File: config.mk
export PLATFORM = sky130hd
export DESIGN_NAME = ext_entry_queue
export DESIGN_NICKNAME = d
export VERILOG_FILES = /design/src/rtl/ext_entry_queue.sv
export SDC_FILE = /design/constraint.sdc
export NUM_CORES = 1
export LEC_CHECK = 0
export ABC_AREA = 1
export CORE_MARGIN = 3
export CORE_UTILIZATION = 45
export DETAILED_ROUTE_END_ITERATION = 12
export DONT_BUFFER_PORTS = 1
export GPL_ROUTABILITY_DRIVEN = 0
export GPL_TIMING_DRIVEN = 0
export PLACE_DENSITY_LB_ADDON = 0.1
export SYNTH_ARGS = -nofsm -noshare
export SYNTH_HDL_FRONTEND = slang
export SYNTH_SLANG_ARGS = --single-unit
File: constraint.sdc
create_clock -name clk -period 11.8 [get_ports clk]
set_clock_uncertainty 0.1 [all_clocks]
set_input_delay 1.77 -clock clk [delete_from_list [all_inputs] [get_ports clk]]
set_output_delay 1.77 -clock clk [all_outputs]
set_load 0.005 [all_outputs]
File: src/rtl/ext_entry_queue.sv
// Request/response front end for an external entry method: a DEPTH-entry call FIFO
// feeding a small FSM that forms each result (concatenation or wrapping sum) and holds it until taken.
module ext_entry_queue #(
    parameter int ARG_W    = 32,
    parameter int NUM_ARGS = 2,
    parameter int DEPTH    = 4,
    parameter int MODE     = 0,
    localparam int RES_W   = ARG_W * NUM_ARGS,
    localparam int CW      = $clog2(DEPTH) + 1
) (
    input  logic             clk,
    input  logic             rst,
    input  logic             f_req_valid,
    output logic             f_req_ready,
    output logic             f_req_busy,
    input  logic [RES_W-1:0] f_req_args,
    output logic [CW-1:0]    f_req_count,
    output logic             f_res_valid,
    input  logic             f_res_ready,
    output logic [RES_W-1:0] f_res_0,
    output logic [1:0]       dbg_state
);

    // Handshakes: a call moves on a rising edge with f_req_valid & f_req_ready;
    // a result moves on a rising edge with f_res_valid & f_res_ready. Ready never looks at valid.

    localparam int AW = $clog2(DEPTH);
    localparam int KW = (NUM_ARGS > 1) ? $clog2(NUM_ARGS) : 1;

    typedef enum logic [1:0] {
        S_IDLE = 2'd0,
        S_CALC = 2'd1,
        S_OUT  = 2'd2
    } state_e;

    state_e           state_q, state_d;
    logic [RES_W-1:0] work_q, work_d;
    logic [ARG_W-1:0] acc_q, acc_d;
    logic [KW-1:0]    k_q, k_d;
    logic [RES_W-1:0] res_q, res_d;
    logic             res_valid_q, res_valid_d;
    logic             ready_q, ready_d;
    logic             busy_q, busy_d;
    logic [CW-1:0]    count_q, count_d;
    logic [AW-1:0]    wr_ptr_q, wr_ptr_d;
    logic [AW-1:0]    rd_ptr_q, rd_ptr_d;
    logic [RES_W-1:0] mem_q [DEPTH];
    logic             push;
    logic             pop;

    always_comb begin
        state_d     = state_q;
        work_d      = work_q;
        acc_d       = acc_q;
        k_d         = k_q;
        res_d       = res_q;
        res_valid_d = res_valid_q;
        pop         = 1'b0;

        case (state_q)
            S_IDLE: begin
                if (count_q != '0) begin
                    pop     = 1'b1;
                    work_d  = mem_q[rd_ptr_q];
                    acc_d   = '0;
                    k_d     = '0;
                    state_d = S_CALC;
                end
            end
            S_CALC: begin
                if (MODE == 0) begin
                    res_d       = work_q;
                    res_valid_d = 1'b1;
                    state_d     = S_OUT;
                end else begin
                    // The working copy shifts left so the next argument is always the top slice.
                    acc_d  = acc_q + work_q[RES_W-1 -: ARG_W];
                    work_d = work_q << ARG_W;
                    k_d    = k_q + KW'(1);
                    if (k_q == KW'(NUM_ARGS - 1)) begin
                        res_d       = RES_W'(acc_d);
                        res_valid_d = 1'b1;
                        state_d     = S_OUT;
                    end
                end
            end
            S_OUT: begin
                if (f_res_ready) begin
                    res_valid_d = 1'b0;
                    state_d     = S_IDLE;
                end
            end
            default: begin
                res_valid_d = 1'b0;
                state_d     = S_IDLE;
            end
        endcase
    end

    always_comb begin
        push     = f_req_valid & ready_q;
        wr_ptr_d = push ? wr_ptr_q + AW'(1) : wr_ptr_q;
        rd_ptr_d = pop ? rd_ptr_q + AW'(1) : rd_ptr_q;
        case ({push, pop})
            2'b10:   count_d = count_q + CW'(1);
            2'b01:   count_d = count_q - CW'(1);
            default: count_d = count_q;
        endcase
        // Flags are registered from the post-edge occupancy and state.
        ready_d = (count_d < CW'(DEPTH));
        busy_d  = (count_d != '0) | (state_d != S_IDLE);
    end

    always_ff @(posedge clk or posedge rst) begin
        if (rst) begin
            state_q     <= S_IDLE;
            work_q      <= '0;
            acc_q       <= '0;
            k_q         <= '0;
            res_q       <= '0;
            res_valid_q <= 1'b0;
            ready_q     <= 1'b0;
            busy_q      <= 1'b0;
            count_q     <= '0;
            wr_ptr_q    <= '0;
            rd_ptr_q    <= '0;
        end else begin
            state_q     <= state_d;
            work_q      <= work_d;
            acc_q       <= acc_d;
            k_q         <= k_d;
            res_q       <= res_d;
            res_valid_q <= res_valid_d;
            ready_q     <= ready_d;
            busy_q      <= busy_d;
            count_q     <= count_d;
            wr_ptr_q    <= wr_ptr_d;
            rd_ptr_q    <= rd_ptr_d;
        end
    end

    // Storage needs no reset: occupancy gates every read.
    always_ff @(posedge clk) begin
        if (push) begin
            mem_q[wr_ptr_q] <= f_req_args;
        end
    end

    assign f_req_ready = ready_q;
    assign f_req_busy  = busy_q;
    assign f_req_count = count_q;
    assign f_res_valid = res_valid_q;
    assign f_res_0     = res_q;
    assign dbg_state   = state_q;

endmodule

# After elaboration in Yosys (flattened, before gate mapping)

Memory sizes are Yosys's and may differ from the RTL's. A register that Yosys moved wholly into a read port is not among the register bits.
Cells that the tools add are included.

Output and inout port bits: 72
Bits in writable memories: 256
Memories kept: 1
Bits in registers: 76
Bits in latches: 0
ROM bits: 0

$mul: 0
Mux-type cells: 10
Reduce and logical (&&, ||, !) cells: 6
Equal/unequal tests: 5
Shifts and indexed selects: 0
Bitwise gates (word level): 3
Add/subtract/negate cells: 4
Divide/modulo/power cells: 0
Magnitude comparators: 1

Memory list:

| memory | depth | width | rd ports | clocked after Yosys merged registers in | write ports | RTL line | source |
|---|---|---|---|---|---|---|---|
| mem_q  | 4     | 64    | 1        | 1                                       | 1           | 47       | `logic [RES_W-1:0] mem_q [DEPTH];` |

Operators by type and width:

| kind                                                | number |
|---|---|
| one-hot mux 2 bit (3 select lines)                  | 1 |
| one-hot mux 3 bit (2 select lines)                  | 1 |
| nonzero test 3 bit                                  | 2 |
| 2-to-1 mux 1 bit                                    | 5 |
| adder 2 x 1 -> 2 bit, second input constant         | 2 |
| equality test 2 x 1 -> 1 bit, second input constant | 2 |
| equality test 2 bit, second input constant          | 2 |
| 2-to-1 mux 2 bit                                    | 2 |
| AND reduction 2 bit                                 | 2 |
| adder 3 x 1 -> 3 bit, second input constant         | 1 |
| less-than comparator 3 bit, second input constant   | 1 |
| one-hot mux 1 bit (3 select lines)                  | 1 |
| subtractor 3 x 1 -> 3 bit, second input constant    | 1 |
| logical NOT 2 bit                                   | 1 |
| inequality test 2 bit, second input constant        | 1 |
| nonzero test 2 bit                                  | 1 |
| AND 1 bit                                           | 1 |
| NOT 1 bit                                           | 1 |
| OR 1 bit                                            | 1 |

# Depth between registers and ports, before layout

Gate-level depths: netlist of the first run.

Word-level depth: 7
Gate-level depth with buffers: 15
Gate-level depth less buffers: 14

# Least setup slack after synthesis of the first run

Ideal clock, no wire load.

Path kind: input port to flip-flop
From: in f_req_valid
To: mem mem_q[0][0] in the netlist's numbering (enable)
Path slack: 6.586 ns
Cell stages on the path: 2
Data arrival time: 4.628 ns
Path buffers: 0
Library setup time: 0.487 ns
Cell sequence: nand2_1 > nor2_1

Longest elaborated chain between the ends: 3

Ends and longest elaborated chain:

| element                                | RTL line | source |
|---|---|---|
| from (decl)                            | 13       | `input logic f_req_valid,` |
| AND 1 bit                              | 101      | `push = f_req_valid & ready_q;` |
| 2-to-1 mux 1 bit                       | 144      | `if (push) begin` |
| 2-to-1 mux 1 bit (not written as such) | 145      | `mem_q[wr_ptr_q] <= f_req_args;` |
| to (decl)                              | 47       |  |

Every way passes these cells.

# Worst setup path in the final report of the first run

From: in f_req_valid
To: reg busy_q (netlist: f_req_busy)

Longest elaborated chain between the ends: 5

Ends and longest elaborated chain:

| element                                                                    | RTL line | source |
|---|---|---|
| AND 1 bit *                                                                | 101      |  |
| equality test 2 x 1 -> 1 bit / equality test 2 bit (equally long branches) | 104      | `case ({push, pop})` |
| one-hot mux 3 bit (2 select lines) *                                       | 104      |  |
| nonzero test 3 bit *                                                       | 111      | `busy_d = (count_d != '0) \| (state_d != S_IDLE);` |
| OR 1 bit *                                                                 | 111      |  |
| net busy_d                                                                 | 43       | `logic busy_q, busy_d;` |
| to (signal assigned)                                                       | 135      | `busy_q <= busy_d;` |
| to (decl)                                                                  | 43       |  |

Mark *: on every way through the listed nets, which the timed path passes. The rest lies on a longest branch.
A chain may end at the register's enable or synchronous reset.

==> results.sh, run 1 <==
export IMPL_slew_viol_final=0
export IMPL_layout_drive_gt1_share_pct=7.94
export IMPL_syn_avg_cell_area_um2=11.2
export IMPL_min_path_type="flip-flop to flip-flop"
export IMPL_post_place_ws_ns=8.17
export IMPL_tightest_slew_ns=0.641
export IMPL_synth_area_um2=15300
export IMPL_max_cap_violations=0
export IMPL_grt_antenna_before_repair=0
export IMPL_hold_ws_ns=0.375
export IMPL_cts_tree="yes"
export IMPL_outcome="finished clean"
export IMPL_fillCellCount=2876
export IMPL_worst_path_buf_inv=1
export IMPL_grt_pass1_vias=9200
export IMPL_cts_hold_fix_buffers=0
export IMPL_cts_setup_buffers=0
export IMPL_powerDensity_nw_per_um2=273
export IMPL_grt_pass1_wl_um=52000
export IMPL_finalCriticalPeriod_ns=3.04
export IMPL_ant_nets=0
export IMPL_design_area_um2=17300
export IMPL_cp_slowest_stage_delay_ns=0.48
export IMPL_worst_path_dominant_cell_family="adder cells"
export IMPL_place_area_um2=16000
export IMPL_fmax_ghz=0.328
export IMPL_gr_usage_all_layers_pct=18.8
export IMPL_synth_warnings=0
export IMPL_worstPathArrival_ns=3.36
export IMPL_worstSetupPathType="input port to flip-flop"
export IMPL_power_leakage_nw=7.18
export IMPL_required_ns=12.11
export IMPL_dieArea_um2=36100
export IMPL_clockBufferDepth=3
export IMPL_setup_violations_final=0
export IMPL_final_util_pct=52.5
export IMPL_ir_drop_mv=0.122
export IMPL_n_antenna_cell=0
export IMPL_worst_path_most_repeated_cell="nand2_1"
export IMPL_rsz0062_at_grt="no"
export IMPL_multiInputGateArea_um2=3400
export IMPL_worstSkewPairLatency_ns=0.53
export IMPL_initial_core_util_pct=46.3
export IMPL_wl_um=33300
export IMPL_die_w_um=190
export IMPL_cts_htree_levels=2
export IMPL_coreArea_um2=32900
export IMPL_syn_inst=1361
export IMPL_grt_max_degree=84
export IMPL_num_io_pins=140
export IMPL_numClockSinks=396
export IMPL_rows=66
export IMPL_dp_hpwl_um=21600
export IMPL_synthToLayoutAreaGrowth_pct=13.5
export IMPL_end_kind="flip-flop"
export IMPL_gr_total_overflow=0
export IMPL_viasPerCell=4.79
export IMPL_cts_resized=0
export IMPL_synth_seq_area_share_pct=73.3
export IMPL_root_buffer="clkbuf_16"
export IMPL_cts_buffers_inserted=43
export IMPL_cts_clk_slew_worst_paths_ns=0.06
export IMPL_drt_pass1_iterations=7
export IMPL_fin_crit_sh_pct=25.8
export IMPL_via_count=9050
export IMPL_setup_tns_ns=0
export IMPL_synth_seq_cells=396
export IMPL_layout_nets=1489
export IMPL_synth_nets=1435
export IMPL_crit_chain="nand2_1 > ha_1 > inv_1 > fa_1 > nand2_1 > o21ai_0 > nand3_1 > nor2_1 > nand2_1"
export IMPL_drt_iter0_markers=437
export IMPL_relSlewSlack_pct=57.1
export IMPL_crit_fanout=8
export IMPL_yosysUniqueCellTypes=22
export IMPL_io_buffers=0
export IMPL_report_final_hold_viol_count=0
export IMPL_wire_per_inst_um=17.6
export IMPL_start_kind="input port"
export IMPL_setup_ws_ns=8.76
export IMPL_drc=0
export IMPL_regArea_um2=11200
export IMPL_cpMaxStageDelayCell="fa_1"
export IMPL_floorplan_die_height_um=190
[cell families after synthesis]
kind of cell             count (synthesis)  synth area share (%)
AND/OR/NAND/NOR                        603                  14.9
flip-flops                             396                  73.3
AO/OA/AOI/OAI                          198                  6.49
buffers and inverters                  156                  4.59
adder cells (fa/ha/maj)                  6                 0.541
XOR/XNOR                                 2                 0.115
[metal layers]
layer	up-vias	part of all wire [%]	wire (um)	global-route usage (%)
met5	-	0	0	0
met4	0	2.9	973	5.93
met3	62	6.5	2180	4.81
met2	202	48	15900	31.2
met1	4217	43	14300	24.4
li1	4569	-	-	-
[path summary, 6_finish.rpt]
path | to | start | depth (start not counted) | slack (ns)
max in group asynchronous | work_q[40]$_DFFE_PP0P_ | rst | 2 | 9.71
setup reg to reg | f_req_busy$_DFF_PP0_ | dbg_state[0]$_DFF_PP0_ | 12 | 8.93
hold reg to reg | work_q[44]$_DFFE_PP0P_ | work_q[44]$_DFFE_PP0P_ | 2 | 0.37
setup / recovery | f_req_busy$_DFF_PP0_ | f_req_valid | 9 | 8.76
min in group asynchronous | f_req_busy$_DFF_PP0_ | rst | 1 | 1.05
hold / removal | work_q[44]$_DFFE_PP0P_ | work_q[44]$_DFFE_PP0P_ | 2 | 0.37
[worst register-to-register path, stage by stage (launching register included)]
cell and delay (ns):
dfrtp_1 0.46, nor2_1 0.14, nand2_2 0.24, inv_2 0.16, clkbuf_1 0.43, ha_1 0.27
inv_1 0.07, fa_1 0.48, nand2_1 0.05, o21ai_0 0.09, nand3_1 0.10, nor2_1 0.11
nand2_1 0.06
[per-stage QoR]
stage	power [W]	cells
after floorplan	0.00306	1361
after global placement	0.00354	1803
after detailed placement	0.00357	1812
after CTS	0.00480	1891
after global routing	0.00509	1891
final	0.00472	1891
[synthesized netlist by cell type]
cell	instances	share of area [%]
buf_6	8	0.59
nand4_1	1	0.041
inv_1	81	2.0
dfrtp_1	140	23
o21ai_1	135	4.4
buf_2	33	1.1
xor2_1	2	0.11
nor2_1	72	1.8
nand2_2	1	0.041
nand2_1	525	13
o21ai_0	62	2.0
buf_1	5	0.12
clkbuf_1	21	0.52
inv_2	4	0.098
inv_4	1	0.041
fa_1	1	0.13
or2_1	1	0.041
edfxtp_1	256	50
nand3_1	3	0.098
buf_4	3	0.15
ha_1	5	0.41
a21oi_1	1	0.033
[placed cells by master (no fill, tap or decap), drive strengths merged]
cell,count
clkinv,11
ha,5
edfxtp,256
o21ai,197
nand4,1
xor2,2
a21oi,1
fa,1
nand2,526
nor2,72
nand3,3
buf,58
dfrtp,140
inv,86
clkinvlp,1
or2,1
clkbuf,88
[state kept, by name, indices dropped and copies added (netlist names)]
register,cells
f_req_count,3
dbg_state,2
f_req_busy,1
f_req_ready,1
mem_q,256
rd_ptr_q,2
work_q,64
wr_ptr_q,2
f_res_valid,1
f_res_0,64
[area by class of cell]
class	instances	area share [%]
multi-input combinational	809	19.6
timing repair buffer	9	1.08
clock inverter	12	0.304
buffer	70	2.17
inverter	86	1.91
clock buffer	67	7.10
tap	442	3.19
sequential	396	64.6
[report_power, final]
part           internal [W]  switching [W]  total, W
sequential          0.00187       0.000181   0.00205
clock              0.000713       0.000505   0.00122
combinational      0.000455        0.00100   0.00146
total               0.00304        0.00169   0.00472
Power figures use the tool's default switching activity.
==> inputs of run 2 (changes only) <==
==> constraint.sdc (replaced) <==
create_clock -name clk -period 2.53 [get_ports clk]
set_clock_uncertainty 0.1 [all_clocks]
set_input_delay 0.3795 -clock clk [delete_from_list [all_inputs] [get_ports clk]]
set_output_delay 0.3795 -clock clk [all_outputs]
set_load 0.005 [all_outputs]
==> run 2 against run 1 <==
Against the previous run:
- sequential power rose to 4.6 times the previous value
- die area did not move
- first-iteration DRC count rose by 54%
- critical path type is now flip-flop to flip-flop
- critical endpoint unchanged
==> results.sh, run 2 (same netlist as run 1, synthesis figures left out) <==
export IMPL_outcome="finished clean"
export IMPL_wl_um=34200
export IMPL_worst_path_buf_inv=2
export IMPL_clockBufferDepth=3
export IMPL_worstPathArrival_ns=2.65
export IMPL_cts_buffers_inserted=42
export IMPL_gr_total_overflow=0
export IMPL_drc=0
export IMPL_report_final_hold_viol_count=0
export IMPL_layout_drive_gt1_share_pct=8.32
export IMPL_die_w_um=190
export IMPL_drt_iter0_markers=675
export IMPL_fmax_ghz=0.431
export IMPL_end_kind="flip-flop"
export IMPL_most_common_layout_cells="525 x nand2_1, 256 x edfxtp_1, 140 x dfrtp_1"
export IMPL_ant_nets=0
export IMPL_via_count=9444
export IMPL_cts_clk_slew_worst_paths_ns=0.06
export IMPL_dp_hpwl_um=22000
export IMPL_grt_max_degree=41
export IMPL_hold_ws_ns=0.283
export IMPL_relSlewSlack_pct=43.1
export IMPL_floorplan_die_height_um=190
export IMPL_largest_reg_flops=256
export IMPL_setup_violations_final=0
export IMPL_power_leakage_nw=7.54
export IMPL_crit_fanout=12
export IMPL_drt_pass1_iterations=5
export IMPL_r2r_slack_ns=0.21
export IMPL_ir_drop_mv=0.610
export IMPL_whs_endpoint="wr_ptr_q[0]$_DFFE_PP0P_"
export IMPL_hold_depth=2
export IMPL_fin_crit_sh_pct=91.8
export IMPL_numClockSinks=396
export IMPL_coreArea_um2=32900
export IMPL_dieArea_um2=36100
export IMPL_regMostFlops="mem_q"
export IMPL_worstSkewPairLatency_ns=0.54
export IMPL_final_common_cell="nand2_1"
export IMPL_n_antenna_cell=0
export IMPL_initial_core_util_pct=46.3
export IMPL_synthToLayoutAreaGrowth_pct=18.9
export IMPL_grt_antenna_before_repair=1
export IMPL_viasPerCell=4.83
export IMPL_reg2reg_depth=11
export IMPL_cpMaxStageDelayCell="fa_1"
export IMPL_slew_viol_final=0
export IMPL_cts_htree_levels=2
export IMPL_setup_tns_ns=0
export IMPL_root_buffer="clkbuf_16"
export IMPL_worst_path_dominant_cell_family="simple AND/OR/NAND/NOR gates"
export IMPL_finalCriticalPeriod_ns=2.32
export IMPL_cts_tree="yes"
export IMPL_r2r_end="f_req_busy$_DFF_PP0_"
export IMPL_tightest_slew_ns=0.851
export IMPL_crit_chain="nor2_1 > nand2_4 > inv_6 > ha_1 > inv_1 > fa_1 > nand2_1 > o21ai_0 > nand3_1 > nor2_1 > nand2_1"
export IMPL_grt_pass1_vias=9611
export IMPL_rows=66
export IMPL_setup_ws_ns=0.208
export IMPL_cp_slowest_stage_delay_ns=0.48
export IMPL_num_io_pins=140
export IMPL_hp_start="f_req_valid"
export IMPL_powerDensity_nw_per_um2=1250
export IMPL_cts_setup_buffers=0
export IMPL_crit_reg2reg_launch="dbg_state[0]$_DFF_PP0_"
export IMPL_wire_per_inst_um=17.5
export IMPL_start_kind="flip-flop"
export IMPL_gr_usage_all_layers_pct=19.2
export IMPL_max_cap_violations=0
export IMPL_required_ns=2.86
export IMPL_grt_pass1_wl_um=54100
export IMPL_min_path_type="input port to flip-flop"
export IMPL_post_place_ws_ns=-0.360
export IMPL_layout_nets=1555
export IMPL_worstSetupPathType="flip-flop to flip-flop"
export IMPL_io_buffers=0
-- run 2: worst max path at each step --
stage                                   endpoint               startpoint  cells after the start
after floorplan            mem_q[2][0]$_DFFE_PP_  wr_ptr_q[0]$_DFFE_PP0P_                      4
after global placement    mem_q[1][40]$_DFFE_PP_    f_req_ready$_DFF_PP0_                      2
after detailed placement    f_req_busy$_DFF_PP0_   dbg_state[1]$_DFF_PP0_                     12
after CTS                   f_req_busy$_DFF_PP0_   dbg_state[1]$_DFF_PP0_                     11
after global routing        f_req_busy$_DFF_PP0_   dbg_state[0]$_DFF_PP0_                     11
final                       f_req_busy$_DFF_PP0_   dbg_state[0]$_DFF_PP0_                     11
-- run 2: through the flow --
| stage | area [um^2] | std cells | utilization, % | power (W) |
|---|---|---|---|---|
| 2_1_floorplan | 15300 | 1361 | - | 0.0143 |
| 3_3_place_gp | 15800 | 1803 | 48.0 | 0.0164 |
| 3_5_place_dp | 16100 | 1814 | 48.8 | 0.0167 |
| 4_1_cts | 18100 | 1957 | 55.0 | 0.0230 |
| 5_1_grt | 18100 | 1957 | 55.0 | 0.0244 |
| 6_report | 18100 | 1957 | 55.0 | 0.0227 |
-- run 2: what timing repair did --
item / 4_1_cts / 5_1_grt
endpoints found under the hold margin: 287 / 0
gates resized for setup: 1 / 2
setup endpoints to repair: 4 / 2
hold buffers: 66 / 0
-- run 2: report_power, final --
part | switching [W] | total [W] | internal (W) | leakage (nW)
Clock | 0.00241 | 0.00610 | 0.00369 | 0.686
Combinational | 0.00482 | 0.00703 | 0.00221 | 2.77
Sequential | 0.000826 | 0.00953 | 0.00871 | 4.08
Total | 0.00806 | 0.0227 | 0.0146 | 7.54
-- run 2: cell type report --
cell class | count | area (um^2)
Inverter | 86 | 334
Multi-Input combinational cell | 809 | 3400
Timing Repair Buffer | 77 | 888
Fill cell | 2866 | 14800
Clock buffer | 64 | 1280
Sequential cell | 396 | 11200
Buffer | 69 | 372
Tap cell | 442 | 553
Clock inverter | 14 | 116
-- run 2: layer usage --
metal / global-route usage [%] / part of all wire [%] / wire, um
met1: 25.3 / 44 / 14900
met3: 4.29 / 5.8 / 1980
met2: 33.0 / 49 / 16800
met4: 4.26 / 1.6 / 546
met5: 0 / 0.038 / 13
